<file path="config.mk">
export PLATFORM = sky130hd
export DESIGN_NAME = rs_wakeup_station
export DESIGN_NICKNAME = d
export VERILOG_FILES = /design/src/rtl/rs_pkg.sv /design/src/rtl/rs_pick.sv /design/src/rtl/rs_wakeup_station.sv
export SDC_FILE = /design/constraint.sdc
export NUM_CORES = 1
export LEC_CHECK = 0
export ABC_AREA = 1
export CAP_MARGIN = 20
export CELL_PAD_IN_SITES_DETAIL_PLACEMENT = 1
export CELL_PAD_IN_SITES_GLOBAL_PLACEMENT = 2
export CORE_MARGIN = 2
export CORE_UTILIZATION = 32
export DETAILED_ROUTE_END_ITERATION = 8
export GPL_ROUTABILITY_DRIVEN = 0
export GPL_TIMING_DRIVEN = 0
export PLACE_DENSITY = 0.88
export SLEW_MARGIN = 25
export SYNTH_ARGS = -nofsm -noshare
export SYNTH_HDL_FRONTEND = slang
export SYNTH_HIERARCHICAL = 1
export SYNTH_SLANG_ARGS = --single-unit
</file>
<file path="constraint.sdc">
create_clock -name clk2 -period 3.2 [get_ports clk2]
set_clock_uncertainty 0.1 [all_clocks]
set_input_delay 0.64 -clock clk2 [delete_from_list [all_inputs] [get_ports clk2]]
set_output_delay 0.64 -clock clk2 [all_outputs]
set_load 0.01 [all_outputs]
</file>
<file path="src/rtl/rs_pkg.sv">
// Shared types and helpers for the reservation-station slice.
// Entry fields are sized for the widest supported configuration; instances truncate.
package rs_pkg;

  localparam int RS_MAX_DEPTH  = 16;
  localparam int RS_MAX_IDX_W  = 4;
  localparam int RS_MAX_DATA_W = 64;
  localparam int RS_MAX_ROB_W  = 8;
  localparam int RS_MAX_FUNC_W = 8;

  typedef enum logic [3:0] {
    ADD = 4'd0,
    SUB = 4'd1,
    MUL = 4'd2,
    DIV = 4'd3,
    LD  = 4'd4,
    ST  = 4'd5,
    BEQ = 4'd6,
    BNE = 4'd7
  } rs_func_e;

  typedef struct packed {
    logic                     busy;
    logic [RS_MAX_FUNC_W-1:0] func;
    logic [RS_MAX_ROB_W-1:0]  rob;
    logic                     s1_rdy;
    logic [RS_MAX_DATA_W-1:0] s1;
    logic                     s2_rdy;
    logic [RS_MAX_DATA_W-1:0] s2;
  } rs_entry_t;

  // Lowest set index of vec; 0 when vec is empty (callers qualify with |vec).
  function automatic logic [RS_MAX_IDX_W-1:0] ff1(input logic [RS_MAX_DEPTH-1:0] vec);
    logic [RS_MAX_IDX_W-1:0] idx;
    idx = {RS_MAX_IDX_W{1'b0}};
    for (int i = RS_MAX_DEPTH - 1; i >= 0; i--) begin
      if (vec[i]) begin
        idx = RS_MAX_IDX_W'(i);
      end else begin
        idx = idx;
      end
    end
    return idx;
  endfunction

endpackage

</file>
<file path="src/rtl/rs_pick.sv">
// Lowest-index priority encoder: reports whether any request is set and which one wins.
module rs_pick
  import rs_pkg::*;
#(
  parameter int N = 4,
  parameter int W = 2
) (
  input  logic [N-1:0] req,
  output logic         found,
  output logic [W-1:0] idx
);

  assign found = |req;
  assign idx   = W'(ff1(RS_MAX_DEPTH'(req)));

endmodule

</file>
<file path="src/rtl/rs_wakeup_station.sv">
// Reservation station: holds dispatched micro-ops, wakes operands from the CDB,
// and issues the lowest-index fully-ready entry to its functional unit.
module rs_wakeup_station
  import rs_pkg::*;
#(
  parameter int DEPTH  = 4,
  parameter int DATA_W = 16,
  parameter int ROB_W  = 3,
  parameter int FUNC_W = 4
) (
  input  logic                       clk2,
  input  logic                       rst_n,
  input  logic                       flush,
  input  logic                       disp_valid,
  output logic                       disp_ready,
  input  logic [FUNC_W-1:0]          disp_func,
  input  logic [ROB_W-1:0]           disp_rob,
  input  logic                       disp_s1_rdy,
  input  logic [DATA_W-1:0]          disp_s1,
  input  logic                       disp_s2_rdy,
  input  logic [DATA_W-1:0]          disp_s2,
  input  logic                       cdb_valid,
  input  logic [ROB_W-1:0]           cdb_tag,
  input  logic [DATA_W-1:0]          cdb_data,
  output logic                       iss_valid,
  input  logic                       iss_ready,
  output logic [FUNC_W-1:0]          iss_func,
  output logic [DATA_W-1:0]          iss_op1,
  output logic [DATA_W-1:0]          iss_op2,
  output logic [ROB_W-1:0]           iss_rob,
  output logic [$clog2(DEPTH+1)-1:0] count
);

  localparam int IDX_W = $clog2(DEPTH);
  localparam int CNT_W = $clog2(DEPTH + 1);

  rs_entry_t         ents [DEPTH];
  logic [DEPTH-1:0]  free_vec;
  logic [DEPTH-1:0]  ready_vec;
  logic              free_found;
  logic              ready_found;
  logic [IDX_W-1:0]  free_idx;
  logic [IDX_W-1:0]  ready_idx;
  logic              disp_fire;
  logic              iss_fire;
  logic              s1_rdy_in;
  logic              s2_rdy_in;
  logic [DATA_W-1:0] s1_in;
  logic [DATA_W-1:0] s2_in;

  // Occupancy and readiness vectors, from registered state only.
  always_comb begin
    for (int i = 0; i < DEPTH; i++) begin
      free_vec[i]  = ~ents[i].busy;
      ready_vec[i] = ents[i].busy & ents[i].s1_rdy & ents[i].s2_rdy;
    end
  end

  rs_pick #(.N(DEPTH), .W(IDX_W)) u_free_pick (
    .req   (free_vec),
    .found (free_found),
    .idx   (free_idx)
  );

  rs_pick #(.N(DEPTH), .W(IDX_W)) u_ready_pick (
    .req   (ready_vec),
    .found (ready_found),
    .idx   (ready_idx)
  );

  assign disp_ready = (count != CNT_W'(DEPTH));
  assign disp_fire  = disp_valid & disp_ready & free_found;
  assign iss_valid  = ready_found;
  assign iss_fire   = iss_valid & iss_ready;

  // Dispatch bypass: an operand whose producer is on the CDB this cycle is stored as a value.
  always_comb begin
    if (!disp_s1_rdy && cdb_valid && (disp_s1[ROB_W-1:0] == cdb_tag)) begin
      s1_rdy_in = 1'b1;
      s1_in     = cdb_data;
    end else begin
      s1_rdy_in = disp_s1_rdy;
      s1_in     = disp_s1;
    end
    if (!disp_s2_rdy && cdb_valid && (disp_s2[ROB_W-1:0] == cdb_tag)) begin
      s2_rdy_in = 1'b1;
      s2_in     = cdb_data;
    end else begin
      s2_rdy_in = disp_s2_rdy;
      s2_in     = disp_s2;
    end
  end

  // Issue port mux; data outputs are held at zero when nothing is ready.
  always_comb begin
    if (ready_found) begin
      iss_func = FUNC_W'(ents[ready_idx].func);
      iss_op1  = DATA_W'(ents[ready_idx].s1);
      iss_op2  = DATA_W'(ents[ready_idx].s2);
      iss_rob  = ROB_W'(ents[ready_idx].rob);
    end else begin
      iss_func = {FUNC_W{1'b0}};
      iss_op1  = {DATA_W{1'b0}};
      iss_op2  = {DATA_W{1'b0}};
      iss_rob  = {ROB_W{1'b0}};
    end
  end

  // Entry state and occupancy count; flush overrides dispatch, wakeup and issue.
  always_ff @(posedge clk2 or negedge rst_n) begin
    if (!rst_n) begin
      for (int i = 0; i < DEPTH; i++) begin
        ents[i] <= '0;
      end
      count <= {CNT_W{1'b0}};
    end else if (flush) begin
      for (int i = 0; i < DEPTH; i++) begin
        ents[i].busy <= 1'b0;
      end
      count <= {CNT_W{1'b0}};
    end else begin
      for (int i = 0; i < DEPTH; i++) begin
        if (ents[i].busy) begin
          if (cdb_valid && !ents[i].s1_rdy && (ROB_W'(ents[i].s1) == cdb_tag)) begin
            ents[i].s1     <= RS_MAX_DATA_W'(cdb_data);
            ents[i].s1_rdy <= 1'b1;
          end
          if (cdb_valid && !ents[i].s2_rdy && (ROB_W'(ents[i].s2) == cdb_tag)) begin
            ents[i].s2     <= RS_MAX_DATA_W'(cdb_data);
            ents[i].s2_rdy <= 1'b1;
          end
          if (iss_fire && (ready_idx == IDX_W'(i))) begin
            ents[i].busy <= 1'b0;
          end
        end else if (disp_fire && (free_idx == IDX_W'(i))) begin
          ents[i] <= '{busy:   1'b1,
                       func:   RS_MAX_FUNC_W'(disp_func),
                       rob:    RS_MAX_ROB_W'(disp_rob),
                       s1_rdy: s1_rdy_in,
                       s1:     RS_MAX_DATA_W'(s1_in),
                       s2_rdy: s2_rdy_in,
                       s2:     RS_MAX_DATA_W'(s2_in)};
        end
      end
      count <= count + CNT_W'(disp_fire) - CNT_W'(iss_fire);
    end
  end

endmodule

</file>
==> out/metrics.cfg <==
[run_status]
status=finished, violations left
violations=setup timing

[critical_path]
worstSetupPathType=reg2out
ff2ff_path_depth=12
critPathMaxStageDelay_ns=0.37
crit_arrival_ns=2.61
startpoint_type=register
crit_path_frequent_cell=buf_6
regToRegSetupSlack_ns=0.41
r2r-start=ents[587]$_DFF_PN0_
crit_fanout=8
cp.required_ns=2.46
r2r-end=ents[515]$_DFFE_PN0P_
slowest_stage=dfrtp_1
crit_cells=12
crit_buf_inv=6
worstSetupEndpoint=iss_op2[15]
end_kind=primary output
path_cells=inv_2 -> nor3_4 -> nand2_2 -> a21oi_4 -> buf_6 -> nand2_8 -> inv_8 -> buf_12 -> buf_6 -> a22oi_1 -> a31oi_2 -> buf_2
crit_family=buffers and inverters
critPathLaunch=ents[64]$_DFFE_PN0P_

[timing]
holdWs_ns=0.00377
finalHoldViolCount=0
tightest_slew_ns=0.914
max_clock_freq_ghz=0.299
fin_ws_ns=-0.146
grt_setup_unrepaired=yes
period_share=1.05
setup_viol=27
maxSlewViolCount=0
relSlewSlack=0.391
min_period_ns=3.35

[place]
dpl.hpwl_um=33900
placedInstanceArea_sq_um=12200
io_buffers=108
dpl.cell_count=2098

[cts]
cts-hold-fix-buffers=0
cts_made_buffers=17
cts.clk_slew.worst_paths_ns=0.07
cts.sinks=171
insertion_delay_ns=0.44
cts_buffer_depth=2
cts_root_buf=clkbuf_16
tritoncts=done
cts-htree-levels=4

[yosys]
yosysSeqAreaShare=0.405
synth_flop_cell=dfrtp_1
syn-mean-instance-area_sq_um=6.83
synth_top_cell_area_share=0.405
syn_nets=1615
synth_edf_count=0
yosys.area.top_type=dfrtp_1
postSynthCellCount=1546
synth_area_leaders=dfrtp_1 (41%), nand2_1 (25%), nand3_1 (10%), inv_1 (3.6%), nand2_4 (2.7%)
syn_area_sq_um=10600
synth_cell_types=36
synth_warnings=6
synthArstFlopShare=1.00
synth_seq_cells=171

[routing]
firstDrtPassIters=6
dr_wl_met3_um=3000
routed_wl_um=49500
ant_nets=0
top_layer=met5
routedWlPerCell_um=23.0
m1WireLength_um=21600
via_count=11600
first_iter_violations=1069
met2_length_um=23000
viasPerCell=5.40
drc_errors=0

[worst_hold_path]
worstHoldPathType=in2async

[die]
fp.coreArea_sq_um=32500
fp-row-count=66
pin_count=110
dieArea_sq_um=34500
start_util=0.324
die_x_um=186
die_h_um=186

[layout]
layout_common_cells=nand2_1 (699), nand3_1 (210), dfrtp_1 (170)
finalNetCount=1768
syn2layout_area_growth_pct=28.2
final_common_cell=nand2_1
n_antenna_cell=0
final_util=0.416
drive_gt1_frac=0.169
final_cells=2154
final_cell_area_sq_um=13500

[grt]
grt_pass1_wl_um=73700
grt_pass1_vias=11900
grt_use_total=0.292
grt.overflow.total=0
antenna_found_initial=0
grt_max_degree=63

[pwr]
total_power_mw=8.22
p_leak_nw=7.08
ir_drop_mv=0.410
power_density_nw_per_um2=608

[run]
max_cap_violations=0

[worst min-delay path by stage]
stage	from	endpoint	slack, ns	depth (start not counted)
finish	rst_n	ents[294]$_DFFE_PN0P_	0.004	1
global route	rst_n	ents[294]$_DFFE_PN0P_	0.02	1
floorplan	rst_n	count[0]$_DFF_PN0_	0.24	0
global placement	ents[362]$_DFFE_PN0P_	ents[362]$_DFFE_PN0P_	0.36	2
detailed placement	ents[214]$_DFFE_PN0P_	ents[214]$_DFFE_PN0P_	0.37	2
CTS	rst_n	ents[294]$_DFFE_PN0P_	0.01	1
[layer usage]
layer / up-vias / GRT usage
li1: 5256 / -
met1: 5794 / 0.386
met2: 482 / 0.475
met3: 108 / 0.0493
met4: 2 / 0.118
met5: - / 0.00741
[sequential cells by signal, indices dropped and copies added (netlist names)]
signal / flops
ents: 168
count: 3
[stage by stage]
stage	setup TNS [ns]	setup slack [ns]
after global placement	-1087.47	-6.12
after CTS	-0.367	-0.0642
after floorplan	0	0.398
after global routing	-3.42	-0.165
after detailed placement	-46.12	-1.41
final	-1.34	-0.146
[logic make-up after synthesis]
family	Yosys count	share of synthesized area
AOI/OAI and AO/OA	142	0.0830
DFF	171	0.405
adders and majority gates	3	0.00427
xor gates and xnor gates	7	0.00581
buffers and inverters	195	0.0836
and+or+nand+nor	1028	0.418
[cell type report]
| cell class | count | area [sq um] |
|---|---|---|
| flip-flops and latches | 171 | 4280 |
| clock buffers | 20 | 457 |
| repair buffers | 137 | 1260 |
| inverters | 121 | 469 |
| multi-input cells | 1180 | 5770 |
| fillers | 4123 | 19000 |
| plain buffers | 71 | 639 |
| clock inverters | 12 | 103 |
| well taps | 442 | 553 |
[worst register-to-register path: cells and delay by family, from the launching register on]
kind / cells / cell delay [ns]
buffers and inverters: 5 / 0.84
AO/OA/AOI/OAI: 1 / 0.05
flip-flops: 1 / 0.44
AND/OR/NAND/NOR: 6 / 1.24
[cell usage after synthesis, drive strengths merged (6+ instances only)]
cell / instances
dfrtp: 171
inv: 121
a31oi: 38
a22oi: 34
clkbuf: 31
nand2: 735
nor2: 73
buf: 43
o21ai: 44
nand3: 212
xor2: 6
a21oi: 19
[power breakdown]
part	internal [mW]	switching, mW	leakage [nW]
sequential	2.80	0.452	2.28
clock	1.06	1.02	0.268
combinational	0.999	1.89	4.54
[repair_timing]
| action | 4_1_cts | 5_1_grt |
|---|---|---|
| gates resized for setup | 253 | 66 |
| buffers inserted | 21 | 4 |
| cloned | 1 | 1 |
| pin swaps | 23 | 19 |
| endpoints found under the hold margin | 0 | 0 |
| endpoints found under the setup margin | 42 | 39 |
Note: power is estimated with default switching activity, not from simulation.
